<file path="config.mk">
export PLATFORM = sky130hd
export DESIGN_NAME = hex_display_mux_flat
export DESIGN_NICKNAME = d
export VERILOG_FILES = /design/src/rtl/hex_display_mux_if.sv /design/src/rtl/hex_display_mux.sv /design/src/flat_wrapper.sv
export SDC_FILE = /design/constraint.sdc
export NUM_CORES = 1
export LEC_CHECK = 0
export ABC_AREA = 1
export CAP_MARGIN = 25
export CELL_PAD_IN_SITES_DETAIL_PLACEMENT = 1
export CELL_PAD_IN_SITES_GLOBAL_PLACEMENT = 2
export CORE_AREA = 2 2 119 121
export CTS_CLUSTER_SIZE = 30
export DETAILED_ROUTE_END_ITERATION = 10
export DIE_AREA = 0 0 121 123
export PLACE_DENSITY_LB_ADDON = 0.3
export SKIP_CTS_REPAIR_TIMING = 1
export SYNTH_ARGS = -nofsm -noshare
export SYNTH_HDL_FRONTEND = slang
export SYNTH_SLANG_ARGS = --single-unit
</file>
<file path="constraint.sdc">
create_clock -name clk -period 1.93 [get_ports clk]
set_input_delay 0.386 -clock clk [delete_from_list [all_inputs] [get_ports clk]]
set_output_delay 0.386 -clock clk [all_outputs]
set_load 0.02 [all_outputs]
</file>
<file path="src/rtl/hex_display_mux_if.sv">
`default_nettype none
// ============================================================================
// Module   : hex_display_mux_if
// Desc     : Value/control bundle between a producer and the display scanner.
// Revision : 1.0 initial release
// ============================================================================
interface hex_display_mux_if #(
   parameter int NUM_DIGITS = 4
);
   logic [4*NUM_DIGITS-1:0] data;
   logic [NUM_DIGITS-1:0]   dp;
   logic [NUM_DIGITS-1:0]   digit_en;
   logic                    blank_lz;
   logic [3:0]              brightness;
   logic                    load;
   logic                    pending;
   logic                    frame_start;
   logic [NUM_DIGITS-1:0]   anode;
   logic [7:0]              segment;

   modport master (
      output data, dp, digit_en, blank_lz, brightness, load,
      input  pending, frame_start, anode, segment
   );

   modport slave (
      input  data, dp, digit_en, blank_lz, brightness, load,
      output pending, frame_start, anode, segment
   );
endinterface
`default_nettype wire

</file>
<file path="src/rtl/hex_display_mux.sv">
`default_nettype none
// ============================================================================
// Module   : hex_display_mux
// Desc     : Multiplexed seven-segment scanner, double-buffered values, PWM dim.
// Revision : 1.0 initial release
// ============================================================================
module hex_display_mux #(
   parameter int NUM_DIGITS       = 4,
   parameter int REFRESH_DIV      = 100000,
   parameter bit ANODE_ACTIVE_LOW = 1'b1,
   parameter bit SEG_ACTIVE_LOW   = 1'b1
) (
   input logic              clk,
   input logic              rst_n,
   hex_display_mux_if.slave bus
);
   localparam int SLOT_W = $clog2(REFRESH_DIV);
   localparam int DIG_W  = (NUM_DIGITS > 1) ? $clog2(NUM_DIGITS) : 1;

   localparam logic [SLOT_W-1:0]     c_slot_last = SLOT_W'(REFRESH_DIV - 1);
   localparam logic [SLOT_W-1:0]     c_slot_one  = SLOT_W'(1);
   localparam logic [DIG_W-1:0]      c_dig_last  = DIG_W'(NUM_DIGITS - 1);
   localparam logic [DIG_W-1:0]      c_dig_one   = DIG_W'(1);
   localparam logic [NUM_DIGITS-1:0] c_anode_lsb = NUM_DIGITS'(1);
   localparam logic [NUM_DIGITS-1:0] c_anode_off = ANODE_ACTIVE_LOW ? {NUM_DIGITS{1'b1}} : {NUM_DIGITS{1'b0}};
   localparam logic [7:0]            c_seg_off   = SEG_ACTIVE_LOW ? 8'hFF : 8'h00;

   logic [SLOT_W-1:0]       r_slot_cnt;
   logic [DIG_W-1:0]        r_digit_idx;
   logic [3:0]              r_pwm_cnt;
   logic [4*NUM_DIGITS-1:0] r_pend_data;
   logic [NUM_DIGITS-1:0]   r_pend_dp;
   logic                    r_pending;
   logic [4*NUM_DIGITS-1:0] r_disp_data;
   logic [NUM_DIGITS-1:0]   r_disp_dp;
   logic [3:0]              r_bright;
   logic                    r_blank_lz;
   logic [NUM_DIGITS-1:0]   r_anode;
   logic [7:0]              r_segment;
   logic                    r_frame_start;

   logic                    w_slot_wrap;
   logic                    w_boundary;
   logic [NUM_DIGITS-1:0]   w_blanked;
   logic                    w_run;
   logic [3:0]              w_nibble;
   logic                    w_dp_cur;
   logic                    w_lit;
   logic [7:0]              w_seg_on;
   logic [NUM_DIGITS-1:0]   w_anode_on;

   function automatic logic [6:0] hex_to_seg(input logic [3:0] nib);
      logic [6:0] seg;
      case (nib)
         4'h0: seg = 7'h3F;
         4'h1: seg = 7'h06;
         4'h2: seg = 7'h5B;
         4'h3: seg = 7'h4F;
         4'h4: seg = 7'h66;
         4'h5: seg = 7'h6D;
         4'h6: seg = 7'h7D;
         4'h7: seg = 7'h07;
         4'h8: seg = 7'h7F;
         4'h9: seg = 7'h6F;
         4'hA: seg = 7'h77;
         4'hB: seg = 7'h7C;
         4'hC: seg = 7'h39;
         4'hD: seg = 7'h5E;
         4'hE: seg = 7'h79;
         default: seg = 7'h71;
      endcase
      return seg;
   endfunction

   assign w_slot_wrap = (r_slot_cnt == c_slot_last);
   assign w_boundary  = w_slot_wrap && (r_digit_idx == c_dig_last);

   always_ff @(posedge clk or negedge rst_n) begin
      if (!rst_n) begin
         r_slot_cnt  <= '0;
         r_digit_idx <= '0;
         r_pwm_cnt   <= 4'd0;
      end else begin
         r_pwm_cnt <= r_pwm_cnt + 4'd1;
         if (w_slot_wrap) begin
            r_slot_cnt  <= '0;
            r_digit_idx <= (r_digit_idx == c_dig_last) ? '0 : r_digit_idx + c_dig_one;
         end else begin
            r_slot_cnt <= r_slot_cnt + c_slot_one;
         end
      end
   end

   // A load coinciding with the frame boundary bypasses the pending buffer.
   always_ff @(posedge clk or negedge rst_n) begin
      if (!rst_n) begin
         r_pend_data <= '0;
         r_pend_dp   <= '0;
         r_pending   <= 1'b0;
         r_disp_data <= '0;
         r_disp_dp   <= '0;
      end else if (w_boundary && bus.load) begin
         r_disp_data <= bus.data;
         r_disp_dp   <= bus.dp;
         r_pending   <= 1'b0;
      end else if (w_boundary && r_pending) begin
         r_disp_data <= r_pend_data;
         r_disp_dp   <= r_pend_dp;
         r_pending   <= 1'b0;
      end else if (bus.load) begin
         r_pend_data <= bus.data;
         r_pend_dp   <= bus.dp;
         r_pending   <= 1'b1;
      end
   end

   always_ff @(posedge clk or negedge rst_n) begin
      if (!rst_n) begin
         r_bright   <= 4'hF;
         r_blank_lz <= 1'b0;
      end else if (w_boundary) begin
         r_bright   <= bus.brightness;
         r_blank_lz <= bus.blank_lz;
      end
   end

   // Blanking runs from the most significant digit down; digit 0 is never blanked.
   always_comb begin
      w_blanked = '0;
      w_run     = r_blank_lz;
      for (int k = NUM_DIGITS - 1; k >= 1; k--) begin
         w_run        = w_run & (r_disp_data[4*k +: 4] == 4'h0) & ~r_disp_dp[k];
         w_blanked[k] = w_run;
      end
   end

   assign w_nibble   = r_disp_data[{r_digit_idx, 2'b00} +: 4];
   assign w_dp_cur   = r_disp_dp[r_digit_idx];
   assign w_seg_on   = {w_dp_cur, hex_to_seg(w_nibble)};
   assign w_anode_on = c_anode_lsb << r_digit_idx;
   assign w_lit      = (r_slot_cnt != '0) && bus.digit_en[r_digit_idx] &&
                       !w_blanked[r_digit_idx] && (r_pwm_cnt <= r_bright);

   always_ff @(posedge clk or negedge rst_n) begin
      if (!rst_n) begin
         r_anode       <= c_anode_off;
         r_segment     <= c_seg_off;
         r_frame_start <= 1'b0;
      end else begin
         r_frame_start <= (r_digit_idx == '0) && (r_slot_cnt == '0);
         if (w_lit) begin
            r_anode   <= w_anode_on ^ c_anode_off;
            r_segment <= w_seg_on ^ c_seg_off;
         end else begin
            r_anode   <= c_anode_off;
            r_segment <= c_seg_off;
         end
      end
   end

   assign bus.pending     = r_pending;
   assign bus.frame_start = r_frame_start;
   assign bus.anode       = r_anode;
   assign bus.segment     = r_segment;
endmodule
`default_nettype wire

</file>
<file path="src/flat_wrapper.sv">
// flat-port wrapper written by rule: the top's interface ports become plain ports
module hex_display_mux_flat 
#(
   parameter int NUM_DIGITS       = 4,
   parameter int REFRESH_DIV      = 100000,
   parameter bit ANODE_ACTIVE_LOW = 1'b1,
   parameter bit SEG_ACTIVE_LOW   = 1'b1
)
  (clk, rst_n, bus_data, bus_dp, bus_digit_en, bus_blank_lz, bus_brightness, bus_load, bus_pending, bus_frame_start, bus_anode, bus_segment);
  hex_display_mux_if #(.NUM_DIGITS(NUM_DIGITS)) bus_i ();
  input logic clk;
  input logic rst_n;
  input wire logic [$bits(bus_i.data)-1:0] bus_data;
  input wire logic [$bits(bus_i.dp)-1:0] bus_dp;
  input wire logic [$bits(bus_i.digit_en)-1:0] bus_digit_en;
  input wire logic [$bits(bus_i.blank_lz)-1:0] bus_blank_lz;
  input wire logic [$bits(bus_i.brightness)-1:0] bus_brightness;
  input wire logic [$bits(bus_i.load)-1:0] bus_load;
  output wire logic [$bits(bus_i.pending)-1:0] bus_pending;
  output wire logic [$bits(bus_i.frame_start)-1:0] bus_frame_start;
  output wire logic [$bits(bus_i.anode)-1:0] bus_anode;
  output wire logic [$bits(bus_i.segment)-1:0] bus_segment;
  assign bus_i.data = bus_data;
  assign bus_i.dp = bus_dp;
  assign bus_i.digit_en = bus_digit_en;
  assign bus_i.blank_lz = bus_blank_lz;
  assign bus_i.brightness = bus_brightness;
  assign bus_i.load = bus_load;
  assign bus_pending = bus_i.pending;
  assign bus_frame_start = bus_i.frame_start;
  assign bus_anode = bus_i.anode;
  assign bus_segment = bus_i.segment;
  hex_display_mux #(.NUM_DIGITS(NUM_DIGITS), .REFRESH_DIV(REFRESH_DIV), .ANODE_ACTIVE_LOW(ANODE_ACTIVE_LOW), .SEG_ACTIVE_LOW(SEG_ACTIVE_LOW)) u_core (.clk(clk), .rst_n(rst_n), .bus(bus_i));
endmodule
</file>
* After elaboration in Yosys (flattened, before gate mapping)
Memory sizes are Yosys's and may differ from the RTL's.
Index checks and enable logic that the tools add are counted.
** Storage, ports and cells
- Memories :: 1
- Output and inout bits :: 14
- Word-level logic and storage cells :: 70
- Input bits :: 32
- Bits in read-only memories :: 112
- Flip-flop bits (word level) :: 82
** Operators by class
- $lt $le $gt $ge :: 2
- Add/sub/neg operators :: 3
- Shift operators :: 2
- Equality and inequality tests :: 2
- Reductions and logical operators :: 17
- Mux-type cells :: 17
- Bitwise gates (word level) :: 13
** Memory list
- (no name shown) :: words 16, width 7, rd ports 1, clocked after Yosys merged registers in 0, write ports 0, RTL line hex_display_mux.sv:54 : case (nib)
** Operators with widths (count)
- $mux W16 :: 2
- $add A17 B1 Y17 const B :: 1
- $eq A17 B17 Y1 const B :: 1
- $logic_not A17 Y1 :: 1
- $mux W17 :: 1
- $reduce_bool A17 Y1 :: 1
- $shiftx A16 B5 Y4 :: 1
- $logic_not A4 Y1 :: 3
- $mux W4 :: 3
- $mux W8 :: 1
- $not A8 Y8 :: 1
- $logic_and A1 B1 Y1 :: 7
- $and A1 B1 Y1 :: 6
- $bmux W1 S2 :: 3
- $mux W1 :: 6
- $not A1 Y1 :: 5
- $add A4 B1 Y4 const B :: 1
- $le A4 B4 Y1 :: 1
- $not A4 Y4 :: 1
- $shl A1 B2 Y4 const A :: 1
- $lt A2 B3 Y1 const B :: 1
- $reduce_and A3 Y1 :: 1
- $reduce_bool A3 Y1 :: 1
- $add A2 B1 Y2 const B :: 1
- other kinds (5) :: 5

* Longest topological paths before layout
Gate-level depths: netlist of the first run.
- Depth after elaboration :: 13
- Mapped depth :: 14

* Least setup slack after synthesis of the first run
Ideal clock, no wire load.
- Kind :: register to register
- Start :: reg u_core.r_digit_idx[1]
- End :: reg u_core.r_segment[6] (netlist: u_core.bus.segment[6])
- Buffers on the path :: 2
- Arrival time :: 1.616 ns
- Path slack :: 0.236 ns
- Period minus slack after synthesis :: 1.694 ns
- Data required time :: 1.852 ns
- Stages on the path, launching flop included :: 14
- Library setup time :: 0.078 ns
- Path through :: dfrtp_1 -> buf_2 -> inv_2 -> buf_2 -> nand3_1 -> nand2_1 -> inv_1 -> ha_1 -> inv_1 -> nand3_1 -> nand2_1 -> nor2_1 -> nor2_1 -> nand2_1
** On the way
- Cells in the longest elaborated chain, start to end :: 6
- Elaborated cells between the ends (all ways) :: 12
- Classes of those cells :: shift: 1; mux: 5; bitwise: 1; reduce/logical: 4; memory: 1
** Ends and longest elaborated chain
- start, declared :: RTL line hex_display_mux.sv:29 : logic [DIG_W-1:0] r_digit_idx;
- start signal, assigned :: RTL line hex_display_mux.sv:87 : r_digit_idx <= (r_digit_idx == c_dig_last) ? '0 : r_digit_idx + c_dig_one;
- branches (longest 5 deep; another with $mem_v2 Z16 W7)
- $mux W8 * :: RTL line hex_display_mux.sv:151 : if (w_lit) begin
- end signal, assigned :: RTL line hex_display_mux.sv:147 : r_segment <= c_seg_off;
- end signal, assigned :: RTL line hex_display_mux.sv:153 : r_segment <= w_seg_on ^ c_seg_off;
- end signal, assigned :: RTL line hex_display_mux.sv:156 : r_segment <= c_seg_off;
- end, declared :: RTL line hex_display_mux.sv:39 : logic [7:0] r_segment;
Every way passes the cells marked *. The select of a mux whose other input is x is not followed.
A chain may end at the register's enable or synchronous reset.

* Worst setup path after layout of the first run
- Start :: reg u_core.r_segment[6] (netlist: u_core.bus.segment[6])
- End :: out bus_segment[6]
** RTL lines
- end, declared :: RTL line flat_wrapper.sv:22 : output wire logic [$bits(bus_i.segment)-1:0] bus_segment;
No word-level cell between the ends.

==> out/qor.csv, run 1 <==
stage,metric,value,unit
global_routing,grt_pass1_wl,19800,um
timing,rsz0062_at_grt,no,
drt,first_pass_iters,4,
die,die_width,121,um
layout,fin_cells,844,
drt,wl,11400,um
drt,drtIter0Drc,142,
setup_path,cp_max_fo,1,
setup_path,critPathCaptureType,output port,
global_routing,global_route.usage.total,0.171,
place,port_buffers,45,
setup_path,r2r-start,u_core.r_slot_cnt[0]$_DFF_PN0_,
logic_synthesis,ys_ff_latch,82,
drt,wl_per_cell,13.6,um
setup_path,rr_worst_depth,11,
layout,n_antenna_cell,0,
timing,finalSetupViolations,0,
place,gp_congestion,0.783,
min_path,hp-start,u_core.r_bright[1]$_DFFE_PN1N_,
layout,layout.nets,707,
timing,worst_hold_slack,461,ps
logic_synthesis,yosysWarnings,0,
setup_path,startpoint_type,flop,
power_and_ir_drop,p_int,2.79,mW
die,die_y,123,um
logic_synthesis,yosysSeqAreaShare,0.467,
logic_synthesis,ys_types,27,
layout,area.growth.synth_to_final,22.6,%
clocking,cts-root-buf,clkbuf_16,
clocking,cts-buffers-inserted,9,
power_and_ir_drop,cellLeakagePower,2.96,nW
global_routing,grt_pass1_vias,4073,
logic_synthesis,synth_fp_nets,655,
clocking,clock-sinks,82,
min_path,holdCritPathClass,reg -> reg,
timing,finalHoldViolCount,0,
power_and_ir_drop,switching_share,0.235,
run_status,status,"finished, final reports clean",
global_routing,grt-ovfl-total,0,
setup_path,rrSetupSlack,140,ps
setup_path,startpoint,u_core.bus.segment[6]$_DFF_PN1_,
layout,drive_gt1_frac,0.102,
layout,final_cell_mix,"nand2_1, nor2_1, inv_1, dfrtp_1, nand3_1",
timing,max_freq,539,MHz
setup_path,r2r-end,u_core.r_pend_data[9]$_DFFE_PN0P_,
clocking,h-tree-depth,3,
die,start_util,0.326,
clocking,clk_path_buf_depth,2,
setup_path,required,1540,ps
drt,drc,0,
logic_synthesis,synth_cells,607,
die,coreArea,0.0136,mm2
flow_run,cap_violations,0,
power_and_ir_drop,clkPwrFrac,0.437,
timing,tightestPinTransition,360,ps
setup_path,arrival,1470,ps
timing,skew,7.60,ps
power_and_ir_drop,power.density,670,mW/mm2
place,dpl.cell_count,827,
setup_path,worst-path-stages,1,
timing,finalSetupTns,0,ps
power_and_ir_drop,power_switching,0.856,mW
setup_path,critical_path.top_delay_family,buffers and inverters,
setup_path,cp_slowest_cell,clkdlybuf4s50_1,
logic_synthesis,synth_area_per_cell,7.30,um2
timing,slew_headroom,0.760,
timing,drv_slew,0,
place,hpwl,8580,um
setup_path,path_buf_inv,1,
drt,vias,3826,
setup_path,cp-endpoint,bus_segment[6],
power_and_ir_drop,ir_drop,437,uV
global_routing,grt_max_degree,41,
die,io_pins,46,
clocking,cts_tree,done,
setup_path,critPathKind,reg -> out,
clocking,cts.reportedPaths.clkPinSlew,60,ps
global_routing,antenna_found_initial,0,
clocking,clock_latency,340,ps
timing,fin_crit_sh,0.961,
setup_path,crit_path_max_incr_delay,610,ps
logic_synthesis,syn-cell-area,0.00443,mm2
die,die_area,0.0149,mm2
timing,min_period,1850,ps
power_and_ir_drop,p_seq_frac,0.491,
setup_path,crit_chain,clkdlybuf4s50_1,
layout,mostFrequentLayoutCell,nand2_1,
power_and_ir_drop,p_total,3.64,mW
power_and_ir_drop,combPwrFrac,0.072,
drt,routed_via_density,4.53,
drt,ant_nets,0,
die,rows,43,
==> registers in the layout (all words and copies together) (netlist names) <==
name	flops
u_core.r_pend_dp	4
u_core.r_bright	4
u_core.bus.anode	4
u_core.bus.frame_start	1
u_core.r_digit_idx	2
u_core.bus.pending	1
u_core.r_pend_data	16
u_core.r_pwm_cnt	4
u_core.r_slot_cnt	17
u_core.r_disp_dp	4
u_core.bus.segment	8
u_core.r_disp_data	16
u_core.r_blank_lz	1
==> cell usage after synthesis <==
cell type	number	area, um2
o21bai_1	1	7.51
nand2_4	1	11.3
o21ai_0	16	80.1
or2_2	1	6.26
nor2_4	1	11.3
buf_4	1	7.51
a21oi_1	6	30.0
xor2_1	8	70.1
nor4_1	1	6.26
nor2_2	2	12.5
buf_2	13	65.1
ha_1	16	200
nor3_1	4	20.0
dfstp_2	16	420
buf_6	3	33.8
nand2_2	4	25.0
nor2_1	89	334
inv_2	7	26.3
clkbuf_1	5	18.8
xnor2_1	1	8.76
nand4_1	6	37.5
o21ai_1	2	10.0
dfrtp_1	66	1650
o22ai_1	1	6.26
inv_1	67	251
nand2_1	212	796
nand3_1	57	285
==> area by class of cell <==
cell class                 instances  area (um2)
clock inverter                     6        32.5
clock buffer                      10         239
timing repair buffer              63         623
multi-input combinational        429        1970
sequential                        82        2070
tap                              180         225
fill                            1683        8180
inverter                          74         278
==> kinds of logic after synthesis <==
family | count (synthesis) | share of synthesized area
xor gates and xnor gates | 9 | 0.0178
AOI/OAI and AO/OA | 26 | 0.0302
and+or+nand+nor | 378 | 0.349
DFF | 82 | 0.467
adders and majority gates | 16 | 0.0452
buffers and inverters | 96 | 0.0909
==> metal layers <==
layer | vias up | wire length [um] | global-route usage
met2 | 38 | 5630 | 0.298
met5 | - | 0 | 0
li1 | 1958 | - | -
met4 | 0 | 127 | 0.0465
met3 | 13 | 318 | 0.0415
met1 | 1817 | 5370 | 0.212
==> worst min path at each step <==
| stage | end | slack [ps] | cells past startpoint |
|---|---|---|---|
| after global placement | u_core.r_slot_cnt[12]$_DFF_PN0_ | 320 | 1 |
| after global routing | u_core.r_bright[3]$_DFFE_PN1N_ | 480 | 2 |
| after detailed placement | u_core.r_slot_cnt[12]$_DFF_PN0_ | 330 | 1 |
| after CTS | u_core.r_pend_data[3]$_DFFE_PN0P_ | -50 | 1 |
| after floorplan | u_core.bus.frame_start$_DFF_PN0_ | 90 | 0 |
| final | u_core.r_bright[1]$_DFFE_PN1N_ | 460 | 2 |
==> power by group through the flow <==
| stage | logic (mW) | clock network (mW) | registers, mW |
|---|---|---|---|
| finish | 0.262 | 1.59 | 1.79 |
| global route | 0.303 | 1.73 | 1.80 |
| CTS | 0.270 | 1.67 | 1.79 |
| detailed placement | 0.268 | 0 | 1.82 |
| global placement | 0.265 | 0 | 1.82 |
| floorplan | 0.0995 | 0 | 1.83 |
==> metrics by stage <==
stage,area [um2],utilization,worst slack [ps]
after global placement,5150,0.378,105
final,5440,0.399,75.3
after floorplan,4430,-,236
after CTS,5420,0.398,47.2
after detailed placement,5150,0.378,63.1
after global routing,5440,0.399,5.60
(Power assumes the default switching activity.)
==> run 2: changes to the inputs <==
--- a/config.mk
+++ b/config.mk
@@ -13,6 +13,7 @@
 export CTS_CLUSTER_SIZE = 30
 export DETAILED_ROUTE_END_ITERATION = 10
 export DIE_AREA = 0 0 121 123
+export GPL_TIMING_DRIVEN = 0
 export PLACE_DENSITY_LB_ADDON = 0.3
 export SKIP_CTS_REPAIR_TIMING = 1
 export SYNTH_ARGS = -nofsm -noshare
==> run 2 against run 1 <==
Flip-flop and latch count is the same. Sequential share of layout area fell by 1.2 points. Maximum frequency is 0.15% higher. Non-clock buffer count rose by 16. Setup slack better by 2.9 ps. Sequential power barely moved. Global-route usage is 0.21 points lower. Critical path type unchanged. Routed wire length rose by 1.3%. Utilization grew 1.2 points. Cell count is 1.9% higher. Count of clock-buffer cells in the layout increased by 4.
==> out/qor.csv, run 2 (synthesis gave the netlist of run 1 again) <==
stage,metric,value,unit
run_status,status,"finished, final reports clean",
timing,worst_hold_slack,462,ps
clocking,h-tree-depth,3,
layout,register_area,0.00207,mm2
drt,first_pass_iters,4,
timing,finalHoldViolCount,0,
drt,drc,0,
layout,largest_register_ffs,17,
drt,routed_via_density,4.54,
setup_path,cp_max_fo,1,
die,coreArea,0.0136,mm2
timing,slew_headroom,0.670,
layout,final_util,0.412,
layout,mostFrequentLayoutCell,nand2_1,
global_routing,met1_usage,0.204,
setup_path,required,1540,ps
global_routing,grt_max_degree,54,
setup_path,critPathCaptureType,output port,
power_and_ir_drop,ir_drop,698,uV
place,port_buffers,45,
drt,wl_per_cell,13.5,um
layout,area.growth.synth_to_final,26.4,%
die,io_pins,46,
drt,ant_nets,0,
clocking,cts-buffers-inserted,9,
setup_path,startpoint_type,flop,
layout,drive_gt1_frac,0.128,
setup_path,critical_path.top_delay_family,buffers and inverters,
timing,max_freq,540,MHz
clocking,clock_latency,340,ps
layout,top_regs,"u_core.r_slot_cnt: 17 flops, u_core.r_disp_data: 16 flops, u_core.r_pend_data: 16 flops",
die,rows,43,
global_routing,grtUsageMet3,0.0415,
drt,wl,11600,um
global_routing,global_route.usage.total,0.169,
place,detailed_place.area,0.00513,mm2
flow_run,cap_violations,0,
setup_path,crit_path_max_incr_delay,600,ps
timing,finalSetupTns,0,ps
layout,fillers,1696,
layout,finalInstanceArea,0.00561,mm2
clocking,cts.reportedPaths.clkPinSlew,60,ps
timing,fin_crit_sh,0.959,
timing,drv_slew,0,
global_routing,antenna_found_initial,0,
global_routing,grt_pass1_vias,4134,
layout,multi_input_area,0.00198,mm2
clocking,cts_tree,done,
setup_path,path_buf_inv,1,
setup_path,critPathKind,reg -> out,
timing,finalSetupViolations,0,
die,start_util,0.326,
die,die_width,121,um
power_and_ir_drop,cellLeakagePower,3.04,nW
clocking,cts-root-buf,clkbuf_16,
setup_path,arrival,1470,ps
layout,final_cell_mix,"nand2_1, nor2_1, dfrtp_1, inv_1, nand3_1",
layout,n_antenna_cell,0,
global_routing,busiest_layer,met2,
timing,min_period,1850,ps
global_routing,use_met2,0.303,
die,die_y,123,um
place,gp_congestion,0.793,
layout,top_register,u_core.r_slot_cnt,
global_routing,grt-ovfl-total,0,
place,hpwl,8810,um
drt,drtIter0Drc,131,
global_routing,grt_pass1_wl,19700,um
timing,tightestPinTransition,494,ps
timing,skew,8.09,ps
clocking,clock-sinks,82,
min_path,holdCritPathClass,reg -> reg,
clocking,clk_path_buf_depth,2,
setup_path,crit_chain,clkdlybuf4s50_1,
power_and_ir_drop,power.density,697,mW/mm2
place,dpl.cell_count,833,
layout,layout.nets,723,
die,die_area,0.0149,mm2
layout,fin_cells,860,
drt,vias,3901,
setup_path,cp_slowest_cell,clkdlybuf4s50_1,
==> run 2: changes by cell type in the layout (fill, tap and decap cells not counted), moves of 2 or more <==
cell / before / now
buf_12: 3 / 0
buf_2: 0 / 8
buf_4: 15 / 13
buf_6: 0 / 5
clkbuf_1: 0 / 4
clkbuf_16: 9 / 12
clkinv_2: 5 / 2
ha_1: 16 / 14
ha_2: 0 / 2
inv_1: 67 / 64
inv_2: 7 / 9
nand2_1: 211 / 209
nand2_2: 4 / 7
==> run 2: per-stage QoR <==
step / setup WS (ps) / power [mW]
2_1_floorplan: 236 / 1.93
3_3_place_gp: -2540 / 2.07
3_5_place_dp: -208 / 2.09
4_1_cts: -197 / 3.98
5_1_grt: -17.3 / 4.07
6_report: 78.2 / 3.91
==> run 2: area by class of cell <==
class                   count  share of cell area
inverters                  74              0.0500
plain buffers              21              0.0266
clock inverters             2             0.00179
clock buffers              14              0.0585
flip-flops and latches     82               0.370
repair buffers             58               0.101
multi-input cells         429               0.352
well taps                 180              0.0402
==> run 2: per-layer routing <==
metal  wire, um  vias to the layer above
met2       5870                       40
met3        306                       12
met5          0                        -
met4        143                        0
li1           -                     1987
met1       5270                     1862
==> run 2: worst paths after layout <==
check	startpoint	end	slack [ps]	depth (start not counted)
max	u_core.bus.anode[3]$_DFF_PN1_	bus_anode[3]	80	1
min	u_core.r_bright[2]$_DFFE_PN1N_	u_core.r_bright[2]$_DFFE_PN1N_	460	2
max reg2reg	u_core.r_digit_idx[0]$_DFFE_PN0N_	u_core.bus.segment[6]$_DFF_PN1_	120	13
min reg2reg	u_core.r_bright[2]$_DFFE_PN1N_	u_core.r_bright[2]$_DFFE_PN1N_	460	2
max in group asynchronous	rst_n	u_core.bus.segment[0]$_DFF_PN1_	770	3
min in group asynchronous	rst_n	u_core.r_slot_cnt[8]$_DFF_PN0_	510	2
==> run 2: power breakdown <==
group          total [mW]  switching, mW  internal (mW)
combinational       0.260          0.138          0.122
clock                1.86          0.683           1.17
sequential           1.79         0.0206           1.77
==> run 2: worst min-delay path: stages, from the launching register on <==
cell	delay, ps
dfstp_2	370
nand2_1	50
nand2_1	40
